### src/rtl/multicycle_control_unit_if.sv
// Memory-port bundle between the multi-cycle controller and the shared memory.
// The controller issues the request, write qualifier and address select; the
// memory answers with a ready strobe that completes the pending access.
interface multicycle_control_unit_if;
  logic mem_req;
  logic mem_we;
  logic adr_src;
  logic mem_ready;

  modport master (
    output mem_req,
    output mem_we,
    output adr_src,
    input  mem_ready
  );

  modport slave (
    input  mem_req,
    input  mem_we,
    input  adr_src,
    output mem_ready
  );
endinterface

### src/rtl/multicycle_control_unit.sv
// Multi-cycle RV32I control FSM: sequences fetch/decode/execute/memory/
// writeback over a shared memory port, drives datapath selects and enables,
// traps illegal opcodes and counts retired instructions.
module multicycle_control_unit #(
  parameter int CNT_W           = 32,
  parameter bit TRAP_ON_ILLEGAL = 1'b1
) (
  input  logic                       clk,
  input  logic                       rst_n,
  input  logic [6:0]                 opcode,
  input  logic                       zero,
  multicycle_control_unit_if.master  mem,
  output logic                       ir_write,
  output logic                       pc_write,
  output logic                       reg_write,
  output logic [1:0]                 alu_src_a,
  output logic [1:0]                 alu_src_b,
  output logic [1:0]                 alu_op,
  output logic [1:0]                 result_src,
  output logic                       illegal_instr,
  output logic [3:0]                 state,
  output logic [CNT_W-1:0]           instret
);

  typedef enum logic [3:0] {
    S_FETCH    = 4'd0,
    S_DECODE   = 4'd1,
    S_MEMADR   = 4'd2,
    S_MEMREAD  = 4'd3,
    S_MEMWB    = 4'd4,
    S_MEMWRITE = 4'd5,
    S_EXEC_R   = 4'd6,
    S_EXEC_I   = 4'd7,
    S_ALUWB    = 4'd8,
    S_BEQ      = 4'd9,
    S_JAL      = 4'd10,
    S_TRAP     = 4'd11
  } state_t;

  localparam logic [6:0] OP_LOAD  = 7'b0000011;
  localparam logic [6:0] OP_STORE = 7'b0100011;
  localparam logic [6:0] OP_R     = 7'b0110011;
  localparam logic [6:0] OP_I     = 7'b0010011;
  localparam logic [6:0] OP_BEQ   = 7'b1100011;
  localparam logic [6:0] OP_JAL   = 7'b1101111;

  // Moore portion of the control word; the Mealy terms (ready/zero gating)
  // are applied on top through the is_fetch / is_beq flags.
  typedef struct packed {
    logic       mem_req;
    logic       mem_we;
    logic       adr_src;
    logic       reg_write;
    logic       pc_write_uncond;
    logic       is_fetch;
    logic       is_beq;
    logic       illegal;
    logic [1:0] alu_a;
    logic [1:0] alu_b;
    logic [1:0] alu_op;
    logic [1:0] res;
  } ctrl_t;

  state_t           state_reg;
  state_t           state_next;
  ctrl_t            ctrl_reg;
  logic [CNT_W-1:0] instret_reg;
  logic             retire;

  function automatic ctrl_t decode_ctrl(input state_t s);
    ctrl_t c;
    c = '0;
    case (s)
      S_FETCH: begin
        c.mem_req  = 1'b1;
        c.is_fetch = 1'b1;
        c.alu_b    = 2'b10;
        c.res      = 2'b10;
      end
      S_DECODE: begin
        c.alu_a = 2'b01;
        c.alu_b = 2'b01;
      end
      S_MEMADR: begin
        c.alu_a = 2'b10;
        c.alu_b = 2'b01;
      end
      S_MEMREAD: begin
        c.mem_req = 1'b1;
        c.adr_src = 1'b1;
      end
      S_MEMWB: begin
        c.reg_write = 1'b1;
        c.res       = 2'b01;
      end
      S_MEMWRITE: begin
        c.mem_req = 1'b1;
        c.mem_we  = 1'b1;
        c.adr_src = 1'b1;
      end
      S_EXEC_R: begin
        c.alu_a  = 2'b10;
        c.alu_op = 2'b10;
      end
      S_EXEC_I: begin
        c.alu_a  = 2'b10;
        c.alu_b  = 2'b01;
        c.alu_op = 2'b10;
      end
      S_ALUWB: begin
        c.reg_write = 1'b1;
      end
      S_BEQ: begin
        c.alu_a  = 2'b10;
        c.alu_op = 2'b01;
        c.is_beq = 1'b1;
      end
      S_JAL: begin
        c.alu_a           = 2'b01;
        c.alu_b           = 2'b10;
        c.pc_write_uncond = 1'b1;
      end
      S_TRAP: begin
        c.illegal = 1'b1;
      end
      default: c = '0;
    endcase
    return c;
  endfunction

  // Next-state selection and detection of the retiring transitions.
  always_comb begin
    state_next = S_FETCH;
    retire     = 1'b0;
    case (state_reg)
      S_FETCH:    state_next = mem.mem_ready ? S_DECODE : S_FETCH;
      S_DECODE: begin
        case (opcode)
          OP_LOAD, OP_STORE: state_next = S_MEMADR;
          OP_R:              state_next = S_EXEC_R;
          OP_I:              state_next = S_EXEC_I;
          OP_BEQ:            state_next = S_BEQ;
          OP_JAL:            state_next = S_JAL;
          default: begin
            // Illegal opcode: either park in TRAP or retire it as a NOP.
            if (TRAP_ON_ILLEGAL) begin
              state_next = S_TRAP;
            end else begin
              state_next = S_FETCH;
              retire     = 1'b1;
            end
          end
        endcase
      end
      // Only loads and stores reach here; bit 5 separates them.
      S_MEMADR:   state_next = opcode[5] ? S_MEMWRITE : S_MEMREAD;
      S_MEMREAD:  state_next = mem.mem_ready ? S_MEMWB : S_MEMREAD;
      S_MEMWB: begin
        state_next = S_FETCH;
        retire     = 1'b1;
      end
      S_MEMWRITE: begin
        state_next = mem.mem_ready ? S_FETCH : S_MEMWRITE;
        retire     = mem.mem_ready;
      end
      S_EXEC_R:   state_next = S_ALUWB;
      S_EXEC_I:   state_next = S_ALUWB;
      S_ALUWB: begin
        state_next = S_FETCH;
        retire     = 1'b1;
      end
      S_BEQ: begin
        state_next = S_FETCH;
        retire     = 1'b1;
      end
      S_JAL:      state_next = S_ALUWB;
      S_TRAP:     state_next = S_TRAP;
      default:    state_next = S_FETCH;
    endcase
  end

  // State, registered control word and retired-instruction counter.
  always_ff @(posedge clk) begin
    if (!rst_n) begin
      state_reg   <= S_FETCH;
      ctrl_reg    <= decode_ctrl(S_FETCH);
      instret_reg <= '0;
    end else begin
      state_reg <= state_next;
      ctrl_reg  <= decode_ctrl(state_next);
      if (retire) begin
        instret_reg <= instret_reg + {{(CNT_W-1){1'b0}}, 1'b1};
      end
    end
  end

  // While reset is asserted every output is forced low, independent of the
  // registered state.
  assign mem.mem_req   = rst_n & ctrl_reg.mem_req;
  assign mem.mem_we    = rst_n & ctrl_reg.mem_we;
  assign mem.adr_src   = rst_n & ctrl_reg.adr_src;
  assign ir_write      = rst_n & ctrl_reg.is_fetch & mem.mem_ready;
  assign pc_write      = rst_n & ((ctrl_reg.is_fetch & mem.mem_ready) |
                                  (ctrl_reg.is_beq & zero) |
                                  ctrl_reg.pc_write_uncond);
  assign reg_write     = rst_n & ctrl_reg.reg_write;
  assign alu_src_a     = rst_n ? ctrl_reg.alu_a  : 2'b00;
  assign alu_src_b     = rst_n ? ctrl_reg.alu_b  : 2'b00;
  assign alu_op        = rst_n ? ctrl_reg.alu_op : 2'b00;
  assign result_src    = rst_n ? ctrl_reg.res    : 2'b00;
  assign illegal_instr = rst_n & ctrl_reg.illegal;
  assign state         = rst_n ? state_reg : 4'd0;
  assign instret       = rst_n ? instret_reg : '0;

endmodule

### src/flat_wrapper.sv
// flat-port wrapper written by rule: the top's interface ports become plain ports
module multicycle_control_unit_flat 
#(
  parameter int CNT_W           = 32,
  parameter bit TRAP_ON_ILLEGAL = 1'b1
)
  (clk, rst_n, opcode, zero, ir_write, pc_write, reg_write, alu_src_a, alu_src_b, alu_op, result_src, illegal_instr, state, instret, mem_mem_req, mem_mem_we, mem_adr_src, mem_mem_ready);
  multicycle_control_unit_if mem_i ();
  input  logic clk;
  input  logic rst_n;
  input  logic [6:0] opcode;
  input  logic zero;
  output logic ir_write;
  output logic pc_write;
  output logic reg_write;
  output logic [1:0] alu_src_a;
  output logic [1:0] alu_src_b;
  output logic [1:0] alu_op;
  output logic [1:0] result_src;
  output logic illegal_instr;
  output logic [3:0] state;
  output logic [CNT_W-1:0] instret;
  output wire logic [$bits(mem_i.mem_req)-1:0] mem_mem_req;
  output wire logic [$bits(mem_i.mem_we)-1:0] mem_mem_we;
  output wire logic [$bits(mem_i.adr_src)-1:0] mem_adr_src;
  input wire logic [$bits(mem_i.mem_ready)-1:0] mem_mem_ready;
  assign mem_mem_req = mem_i.mem_req;
  assign mem_mem_we = mem_i.mem_we;
  assign mem_adr_src = mem_i.adr_src;
  assign mem_i.mem_ready = mem_mem_ready;
  multicycle_control_unit #(.CNT_W(CNT_W), .TRAP_ON_ILLEGAL(TRAP_ON_ILLEGAL)) u_core (.clk(clk), .rst_n(rst_n), .opcode(opcode), .zero(zero), .mem(mem_i), .ir_write(ir_write), .pc_write(pc_write), .reg_write(reg_write), .alu_src_a(alu_src_a), .alu_src_b(alu_src_b), .alu_op(alu_op), .result_src(result_src), .illegal_instr(illegal_instr), .state(state), .instret(instret));
endmodule
### config.mk
export PLATFORM = sky130hd
export DESIGN_NAME = multicycle_control_unit_flat
export DESIGN_NICKNAME = d
export VERILOG_FILES = /design/src/rtl/multicycle_control_unit_if.sv /design/src/rtl/multicycle_control_unit.sv /design/src/flat_wrapper.sv
export SDC_FILE = /design/constraint.sdc
export NUM_CORES = 1
export LEC_CHECK = 0
export CORE_UTILIZATION = 46
export CTS_BUF_LIST = sky130_fd_sc_hd__clkbuf_8
export DETAILED_ROUTE_END_ITERATION = 8
export GPL_TIMING_DRIVEN = 0
export PLACE_DENSITY = 0.8
export SETUP_SLACK_MARGIN = 0.5
export SLEW_MARGIN = 20
export SYNTH_ARGS = -nofsm -noshare
export SYNTH_HDL_FRONTEND = slang
export SYNTH_SLANG_ARGS = --single-unit
### constraint.sdc
create_clock -name clk -period 1.75 [get_ports clk]
set_input_delay 0.2625 -clock clk [delete_from_list [all_inputs] [get_ports clk]]
set_output_delay 0.2625 -clock clk [all_outputs]
set_load 0.01 [all_outputs]
-- After elaboration in Yosys (flattened, before gate mapping)
Cells that the tools add are included.
- eq/ne operators: 28
- reduce and logical (&&, ||, !) cells: 13
- $add $sub $neg: 1
- bitwise gates (word level): 12
- multiplexer cells: 25
- operator list (kind ; count):
    adder 32 x 1 -> 32 bit (second input constant) ; 1
    == test 4 x 3 -> 1 bit (second input constant) ; 8
    == test 4 bit (second input constant) ; 8
    2-to-1 mux 32 bit ; 1
    case mux 4 bit (7 select lines) ; 1
    case mux 4 bit (5 select lines) ; 1
    == test 4 x 2 -> 1 bit (second input constant) ; 4
    case mux 2 bit (2 select lines) ; 4
    == test 7 x 6 -> 1 bit (second input constant) ; 2
    == test 7 bit (second input constant) ; 2
    OR reduction 2 bit ; 6
    OR reduction 3 bit ; 4
    bitwise AND 1 bit ; 10
    2-to-1 mux 1 bit ; 9
    2-to-1 mux 3 bit ; 3
    == test 4 x 1 -> 1 bit (second input constant) ; 2
    zero test 4 bit ; 2
    2-to-1 mux 2 bit ; 4
    == test 7 x 2 -> 1 bit (second input constant) ; 1
    == test 7 x 5 -> 1 bit (second input constant) ; 1
    2-to-1 mux 4 bit ; 1
    OR reduction 4 bit ; 1
    bitwise OR 1 bit ; 2
    case mux 1 bit (2 select lines) ; 1
- bits of input ports: 11
- output and inout bits: 51
- flip-flop bits (word level): 52

-- Depth between registers and ports, before layout
Gate-level depths: netlist (run 1).
- depth after elaboration: 7
- gate-level depth with buffers: 7
- mapped depth without buffers: 7

-- Least setup slack after synthesis (run 1)
OpenSTA, ideal clock, no wires.
- path kind: flip-flop to flip-flop
- start point: register u_core.state_reg[0]
- end point: register u_core.ctrl_reg[15] (netlist name)
- clock period less this slack: 1937 ps
- setup time: 141 ps
- cell stages (with the launch flop): 7
- path slack: -187 ps
- arrival: 1796 ps
- path through: dfxtp_1 -> or4b_2 -> a211oi_1 -> a311o_2 -> buf_4 -> xor2_1 -> o221ai_1
- longest elaborated chain between the ends: 6
- ends and longest elaborated chain (item ; line ; RTL):
    from (decl) ; multicycle_control_unit.sv:64 ; state_t state_reg;
    from (signal assigned) ; multicycle_control_unit.sv:189 ; state_reg <= state_next;
    == test 4 x 3 -> 1 bit or == test 4 bit (tied branches) ; multicycle_control_unit.sv:135 ; case (state_reg)
    OR reduction 3 bit (no source line) ; - ;
    case mux 4 bit (7 select lines) * ; multicycle_control_unit.sv:135 ;
    == test 4 x 2 -> 1 bit, or another cell as far along ; multicycle_control_unit.sv:73 ; case (s)
    OR reduction 3 bit (no source line) * ; - ;
    2-to-1 mux 1 bit * ; multicycle_control_unit.sv:73 ;
    to (signal assigned) ; multicycle_control_unit.sv:186 ; ctrl_reg <= decode_ctrl(S_FETCH);
    to (signal assigned) ; multicycle_control_unit.sv:190 ; ctrl_reg <= decode_ctrl(state_next);
    to (decl) ; multicycle_control_unit.sv:66 ; ctrl_t ctrl_reg;
Mark *: on every way between the ends. The rest lies on a longest branch, timed or not.
A chain may end at the register's enable or synchronous reset.

-- Worst setup path after layout (run 1)
- start point: register u_core.state_reg[2]
- end point: register u_core.instret_reg[30]
- longest elaborated chain between the ends: 3
- ends and longest elaborated chain (item ; line ; RTL):
    == test 4 x 3 -> 1 bit or == test 4 bit (tied branches) ; multicycle_control_unit.sv:135 ;
    OR reduction 3 bit (no source line) ; - ;
    case mux 1 bit (2 select lines) * ; multicycle_control_unit.sv:135 ;
    to (signal assigned) ; multicycle_control_unit.sv:192 ; instret_reg <= instret_reg + {{(CNT_W-1){1'b0}}, 1'b1};
    to (decl) ; multicycle_control_unit.sv:67 ; logic [CNT_W-1:0] instret_reg;
Marked as above.

==> results of run 1 <==
per-layer routing:
metal | vias up | global-route usage, % | routed length, um
li1 | 1321 | - | -
met1 | 1421 | 31.8 | 3770
met2 | 199 | 49.8 | 4920
met3 | 55 | 5.95 | 711
met4 | 0 | 13.3 | 488
met5 | - | 0 | 0
path summary, 6_finish.rpt:
path	slack, ns	start	depth (start not counted)	end
worst max-delay path	-0.28	u_core.state_reg[2]$_SDFF_PN0_	6	u_core.instret_reg[30]$_SDFFE_PN0P_
worst min-delay path	0.36	rst_n	4	u_core.instret_reg[31]$_SDFFE_PN0P_
worst max register to register	-0.28	u_core.state_reg[2]$_SDFF_PN0_	6	u_core.instret_reg[30]$_SDFFE_PN0P_
worst min register to register	0.50	u_core.instret_reg[29]$_SDFFE_PN0P_	2	u_core.instret_reg[29]$_SDFFE_PN0P_
layout by cell type (no fill, tap or decap), drive strengths merged, types with 3 or more instances in the layout:
master,instances
nor3,4
and2,47
or4,3
dlygate4sd2,5
o21ai,13
o21a,4
dfxtp,50
nand4,10
xnor2,6
buf,102
inv,13
and4,3
nor4,4
nand3,15
nand2,18
nor2,35
nand2b,4
a21oi,16
and3,6
xor2,13
o31ai,3
clkbuf,21
or3,8
logic make-up (layout without fill, tap and decap cells):
family                   Yosys count  in the layout  share of synthesized area, %
AND/OR/NAND/NOR                  170            170                          37.7
XOR/XNOR                          19             19                          6.48
multiplexers                       1              1                         0.439
buffers and inverters             27            146                          4.19
AO/OA/AOI/OAI                     48             48                          11.7
adder cells (fa/ha/maj)            1              1                         0.487
flip-flops                        50             50                          39.0
worst register-to-register path, delay by kind of cell, from the launching register on:
| kind | cells | cell delay, ns |
|---|---|---|
| AO/OA/AOI/OAI | 2 | 0.25 |
| flip-flops | 1 | 0.38 |
| AND/OR/NAND/NOR | 4 | 1.32 |
cell type report:
| class | count | share of cell area, % |
|---|---|---|
| tap | 70 | 2.03 |
| buffer | 16 | 5.14 |
| clock inverter | 3 | 0.871 |
| clock buffer | 5 | 1.60 |
| inverter | 11 | 1.19 |
| sequential | 50 | 24.7 |
| multi-input combinational | 239 | 43.4 |
| timing repair buffer | 111 | 21.1 |
power groups by stage:
| stage | sequential (W) | combinational (W) | clock (W) |
|---|---|---|---|
| final | 0.00126 | 0.00108 | 0.000818 |
| after global routing | 0.00127 | 0.00113 | 0.000863 |
| after CTS | 0.00125 | 0.000886 | 0.000799 |
| after detailed placement | 0.00129 | 0.000681 | 0 |
| after global placement | 0.00128 | 0.000670 | 0 |
| after floorplan | 0.00127 | 0.000470 | 0 |
repair_timing:
item | 4_1_cts | 5_1_grt
gates cloned | 4 | 2
buffers inserted | 32 | 12
gates resized for setup | 326 | 79
endpoints found under the setup margin | 101 | 79
pin swaps | 28 | 10
metrics by stage:
stage | hold slack (ns) | util [%] | setup WS, ns | cell area (um^2)
global placement | 0.465 | 64.7 | -0.855 | 3390
global route | 0.343 | 82.3 | -0.392 | 4310
detailed placement | 0.485 | 64.7 | -0.859 | 3390
floorplan | 0.456 | - | -0.114 | 2690
CTS | 0.350 | 75.1 | -0.117 | 3930
finish | 0.357 | 82.3 | -0.275 | 4310
==> impl_metrics.py, run 1 <==
metrics = {
    "status": {
        "status": "complete, but fails checks",
        "failed_checks": "negative setup slack",
    },
    "global_routing": {
        "first_pass_grt_wire_length_um": 13200,
        "globalRouteTotalUtil_pct": 28.1,
        "number_of_antenna_violations_at_the_first_check_in_global_routing": 0,
        "grt_start_max_net_pins": 15,
        "number_of_global_route_vias_before_repair": 2783,
        "grt.overflow.total": 0,
    },
    "placement": {
        "gp_congestion": 0.853,
        "port_buffers": 61,
        "dp.cells": 447,
        "hpwl_um": 4340,
    },
    "logic_synthesis": {
        "synthesis.area_um2": 2570,
        "ys_seq_area_share_pct": 39.0,
        "synth.most_common_cell": "sky130_fd_sc_hd__dfxtp_1",
        "dominantRegCellSynth": "sky130_fd_sc_hd__dfxtp_1",
        "async_flop_share_pct": 0,
        "synth_top_cell_area_share_pct": 39.0,
        "number_of_enable_type_register_cells_in_the_synthesized_netlist": 0,
        "post_synth_most_frequent_cells": "sky130_fd_sc_hd__dfxtp_1 (50), sky130_fd_sc_hd__and2_1 (47), sky130_fd_sc_hd__nor2_1 (35)",
        "netlist.top_cell.by_area": "sky130_fd_sc_hd__dfxtp_1",
        "synthesis.yosys.warnings": 0,
        "yosys.cell_types.count": 48,
        "synth_seq_cells": 50,
        "synth.net_count": 328,
        "synthCells": 316,
        "synthesis.area_per_instance_um2": 8.12,
        "synthTopCellsByArea": "sky130_fd_sc_hd__dfxtp_1 (39%), sky130_fd_sc_hd__and2_1 (11%), sky130_fd_sc_hd__nor2_1 (5.1%)",
    },
    "timing": {
        "post-route-worst-setup-slack_ns": -0.275,
        "final.setup.tns_ns": -4.99,
        "setup-violations-final": 36,
        "post-route-period-util_pct": 116,
        "drv_slew": 0,
        "timing_worst_slew_pin_value_ns": 0.579,
        "setup_repair_after_global_routing_missed_its_margin": "yes",
        "final_period_minus_worst_setup_slack_ns": 2.03,
        "timing.fmax_mhz": 494,
        "headroom_to_the_max_slew_limit_pct": 61.4,
        "skew_ns": 0.00528,
        "hold_viol_final": 0,
    },
    "detailed_routing": {
        "drt-wirelength-per-cell_um": 19.6,
        "drt_pre_antenna_iters": 5,
        "drc": 0,
        "final_routed_wirelength_um": 9890,
        "first_iter_violations": 231,
        "route.vias.total": 2996,
        "vias_per_cell": 5.93,
        "drt.antenna.violating_nets": 0,
    },
    "setup_path": {
        "cp_data_arrival_time_ns": 2.26,
        "worst-setup-path-type": "reg2reg",
        "crit_path_top_delay_cell": "sky130_fd_sc_hd__or4_1",
        "max_stage_delay_ns": 0.50,
        "timing.critical_path.cells": "and2b_1 -> a21oi_4 -> and4bb_4 -> nand4_1 -> or4_1 -> a21oi_1",
        "kind_of_start_point_of_the_critical_path": "register",
        "worst-path-max-fanout": 6,
        "critical_path.n_buffers_inverters": 0,
        "end_kind": "register",
        "worstPathRequired_ns": 1.99,
        "critical-path-top-delay-family": "simple AND/OR/NAND/NOR gates",
    },
    "floorplan": {
        "core.rowCount": 26,
        "die_area_um2": 5880,
        "top_level_ports": 62,
        "core_area_um2": 5240,
        "initial_utilization_pct": 49.0,
        "die_width_um": 76.7,
        "dieHeight_um": 76.7,
    },
    "pwr": {
        "sw_frac_of_total_pct": 31.4,
        "power-per-cell-area_nw_per_um2": 732,
        "pwr-share-comb_pct": 34.1,
        "power.switching_w": 0.000989,
        "p_clk_share_pct": 25.9,
        "internal_power_w": 0.00217,
        "sequential_fraction_of_design_power_pct": 40.0,
        "vdd.ir_drop.worst_mv": 0.619,
        "power_leakage_nw": 1.84,
        "report.power.total_w": 0.00316,
    },
    "cts": {
        "clock-sinks": 50,
        "htree_levels": 2,
        "cts_made_buffers": 5,
        "clk_pin_slew_worst_paths_ns": 0.09,
        "clk-insertion-delay-late_ns": 0.32,
        "cts_hold_repair.buffers": 0,
        "tritoncts": "built",
        "cts-root-to-sink-buffers": 2,
        "cts.root.buffer_cell": "sky130_fd_sc_hd__clkbuf_8",
    },
    "layout": {
        "fin_cells": 505,
        "drive_above_1_share_pct": 57.2,
        "fillCellCount": 288,
        "area.growth.synth_to_final_pct": 67.9,
        "multi_input_area_um2": 1870,
        "antenna-diode-count": 0,
        "largest_register_ffs": 32,
        "area.sequential_um2": 1060,
        "total_number_of_nets_in_the_final_design": 446,
    },
    "job": {
        "max-cap-violations": 0,
    },
    "worst_hold_path": {
        "min-delay-path-class": "in2reg",
    },
}
Power figures use the tool's default switching activity.
==> run 2, diff against run 1 <==
- CORE_UTILIZATION: 46 -> 55
- PLACE_DENSITY: 0.8 -> 0.89
- clock period: 1.75 -> 2.6 ns (I/O delays scaled with it)
==> run 2 against run 1 <==
Net effect:
- the flow now finishes without violations
- global-route usage is 2.0 points lower
- clock power is 30% lower
- first-iteration DRC count is 11% lower
- cell area is 18% lower
- non-clock buffer count is 45 lower
- combinational power is 58% lower
- largest cell class unchanged
- core utilization is 2.1 points lower
- register-to-register slack better by 0.80 ns
- worst setup slack better by 0.80 ns
==> impl_metrics.py, run 2 (synthesis results as in run 1) <==
metrics = {
    "layout": {
        "largest_register_ffs": 32,
        "antenna-diode-count": 0,
        "layout.cells.most_common": "sky130_fd_sc_hd__clkdlybuf4s50_1",
        "mostFrequentLayoutCells": "sky130_fd_sc_hd__clkdlybuf4s50_1 (51), sky130_fd_sc_hd__and2_1 (47), sky130_fd_sc_hd__dfxtp_1 (43), sky130_fd_sc_hd__nor2_1 (33), sky130_fd_sc_hd__nand2_1 (18)",
        "total_number_of_nets_in_the_final_design": 401,
        "area.growth.synth_to_final_pct": 37.9,
        "finish.instance_area_um2": 3540,
        "drive_above_1_share_pct": 14.1,
    },
    "setup_path": {
        "reg2reg_slack_ns": 0.53,
        "timing.critical_path.cells": "nand3_2 -> nor2_2 -> and4_4 -> nand4_2 -> nor4_4 -> mux2_2",
        "critical_path.reg2reg.startpoint": "u_core.instret_reg[3]$_SDFFE_PN0P_",
        "worstPathRequired_ns": 2.81,
        "worst-setup-path-type": "reg2reg",
        "capturing_point_of_the_worst_reg2reg_path": "u_core.instret_reg[31]$_SDFFE_PN0P_",
        "ff2ff_path_depth": 6,
        "worst-path-max-fanout": 6,
        "max_stage_delay_ns": 0.48,
        "cp_data_arrival_time_ns": 2.28,
        "end_kind": "register",
        "crit_path_top_delay_cell": "sky130_fd_sc_hd__dfxtp_1",
        "kind_of_start_point_of_the_critical_path": "register",
    },
    "pwr": {
        "vdd.ir_drop.worst_mv": 0.514,
        "report.power.total_w": 0.00187,
        "power-per-cell-area_nw_per_um2": 528,
        "power_leakage_nw": 1.44,
    },
    "global_routing": {
        "grt_start_max_net_pins": 18,
        "number_of_antenna_violations_at_the_first_check_in_global_routing": 0,
        "globalRouteTotalUtil_pct": 26.1,
        "first_pass_grt_wire_length_um": 10500,
        "grt.overflow.total": 0,
        "number_of_global_route_vias_before_repair": 2293,
    },
    "floorplan": {
        "core.rowCount": 24,
        "core_area_um2": 4410,
        "top_level_ports": 62,
        "die_area_um2": 4940,
        "die_width_um": 70.3,
        "dieHeight_um": 70.3,
        "initial_utilization_pct": 58.1,
    },
    "cts": {
        "cts-root-to-sink-buffers": 2,
        "tritoncts": "built",
        "clk-insertion-delay-late_ns": 0.31,
        "cts_hold_repair.buffers": 0,
        "cts_made_buffers": 5,
        "clk_pin_slew_worst_paths_ns": 0.10,
        "clock-sinks": 50,
        "cts.root.buffer_cell": "sky130_fd_sc_hd__clkbuf_8",
        "htree_levels": 2,
    },
    "detailed_routing": {
        "drc": 0,
        "vias_per_cell": 5.59,
        "final_routed_wirelength_um": 6310,
        "drt_pre_antenna_iters": 4,
        "drt-wirelength-per-cell_um": 14.3,
        "route.vias.total": 2469,
        "first_iter_violations": 205,
        "drt.antenna.violating_nets": 0,
    },
    "timing": {
        "fin_worst_hold_slack_ns": 0.504,
        "post-route-period-util_pct": 79.7,
        "headroom_to_the_max_slew_limit_pct": 65.2,
        "final.setup.tns_ns": 0,
        "setup-violations-final": 0,
        "drv_slew": 0,
        "timing.fmax_mhz": 482,
        "timing_worst_slew_pin_value_ns": 0.517,
        "setup_repair_after_global_routing_missed_its_margin": "yes",
        "skew_ns": 0.00711,
        "hold_viol_final": 0,
        "final_period_minus_worst_setup_slack_ns": 2.07,
    },
    "placement": {
        "hpwl_um": 4210,
        "gp_congestion": 0.837,
        "port_buffers": 61,
        "place_area_um2": 3240,
    },
    "worst_hold_path": {
        "min-delay-path-class": "reg2reg",
        "hold_path_startpoint": "u_core.instret_reg[30]$_SDFFE_PN0P_",
        "min_delay_path_depth": 2,
        "hold-path-endpoint": "u_core.instret_reg[30]$_SDFFE_PN0P_",
    },
    "job": {
        "max-cap-violations": 0,
    },
    "status": {
        "status": "completed",
    },
}
-- run 2: layout make-up --
| type | count | area [um^2] |
|---|---|---|
| Tap cell | 52 | 65.1 |
| Inverter | 11 | 41.3 |
| Clock inverter | 3 | 48.8 |
| Multi-Input combinational cell | 239 | 1540 |
| Clock buffer | 5 | 68.8 |
| Sequential cell | 50 | 1010 |
| Buffer | 16 | 111 |
| Fill cell | 289 | 876 |
| Timing Repair Buffer | 66 | 657 |
-- run 2: what timing repair did --
item / in CTS / in global routing
resized for setup: 32 / 32
setup endpoints to repair: 72 / 45
setup buffers: 1 / 4
cloned: 0 / 0
pin swaps: 1 / 4
-- run 2: metrics by stage --
stage | utilization (%) | worst slack [ns] | cells
2_1_floorplan | - | 0.663 | 316
3_3_place_gp | 73.4 | -0.216 | 429
3_5_place_dp | 73.4 | -0.232 | 429
4_1_cts | 77.8 | 0.502 | 438
5_1_grt | 80.2 | 0.455 | 442
6_report | 80.2 | 0.527 | 442
-- run 2: how the worst max path moves through the flow --
stage,depth (start not counted),start,endpoint,slack [ns]
final,6,u_core.instret_reg[3]$_SDFFE_PN0P_,u_core.instret_reg[31]$_SDFFE_PN0P_,0.53
after global routing,7,u_core.instret_reg[3]$_SDFFE_PN0P_,u_core.instret_reg[27]$_SDFFE_PN0P_,0.46
after CTS,7,opcode[2],u_core.ctrl_reg[10]$_SDFF_PN1_,0.50
after detailed placement,6,rst_n,instret[19],-0.23
after global placement,5,rst_n,instret[2],-0.22
after floorplan,6,u_core.state_reg[0]$_SDFF_PN0_,u_core.ctrl_reg[15]$_SDFF_PN1_,0.66
-- run 2: metal layers --
metal  track usage [%]  part of all wire [%]
met1              32.5                    44
met5                 0                     0
met4              8.00                  0.70
met3              4.76                   4.4
met2              45.4                    51
-- run 2: critical path: cells and delay by family, from the launching register on --
kind	cells	cell delay, ns
AND/OR/NAND/NOR	5	1.13
flip-flops	1	0.48
multiplexers	1	0.36
-- run 2: report_power, final --
| part | internal [W] | switching (W) |
|---|---|---|
| Sequential | 0.000819 | 0.0000274 |
| Combinational | 0.000215 | 0.000236 |
| Clock | 0.000293 | 0.000279 |
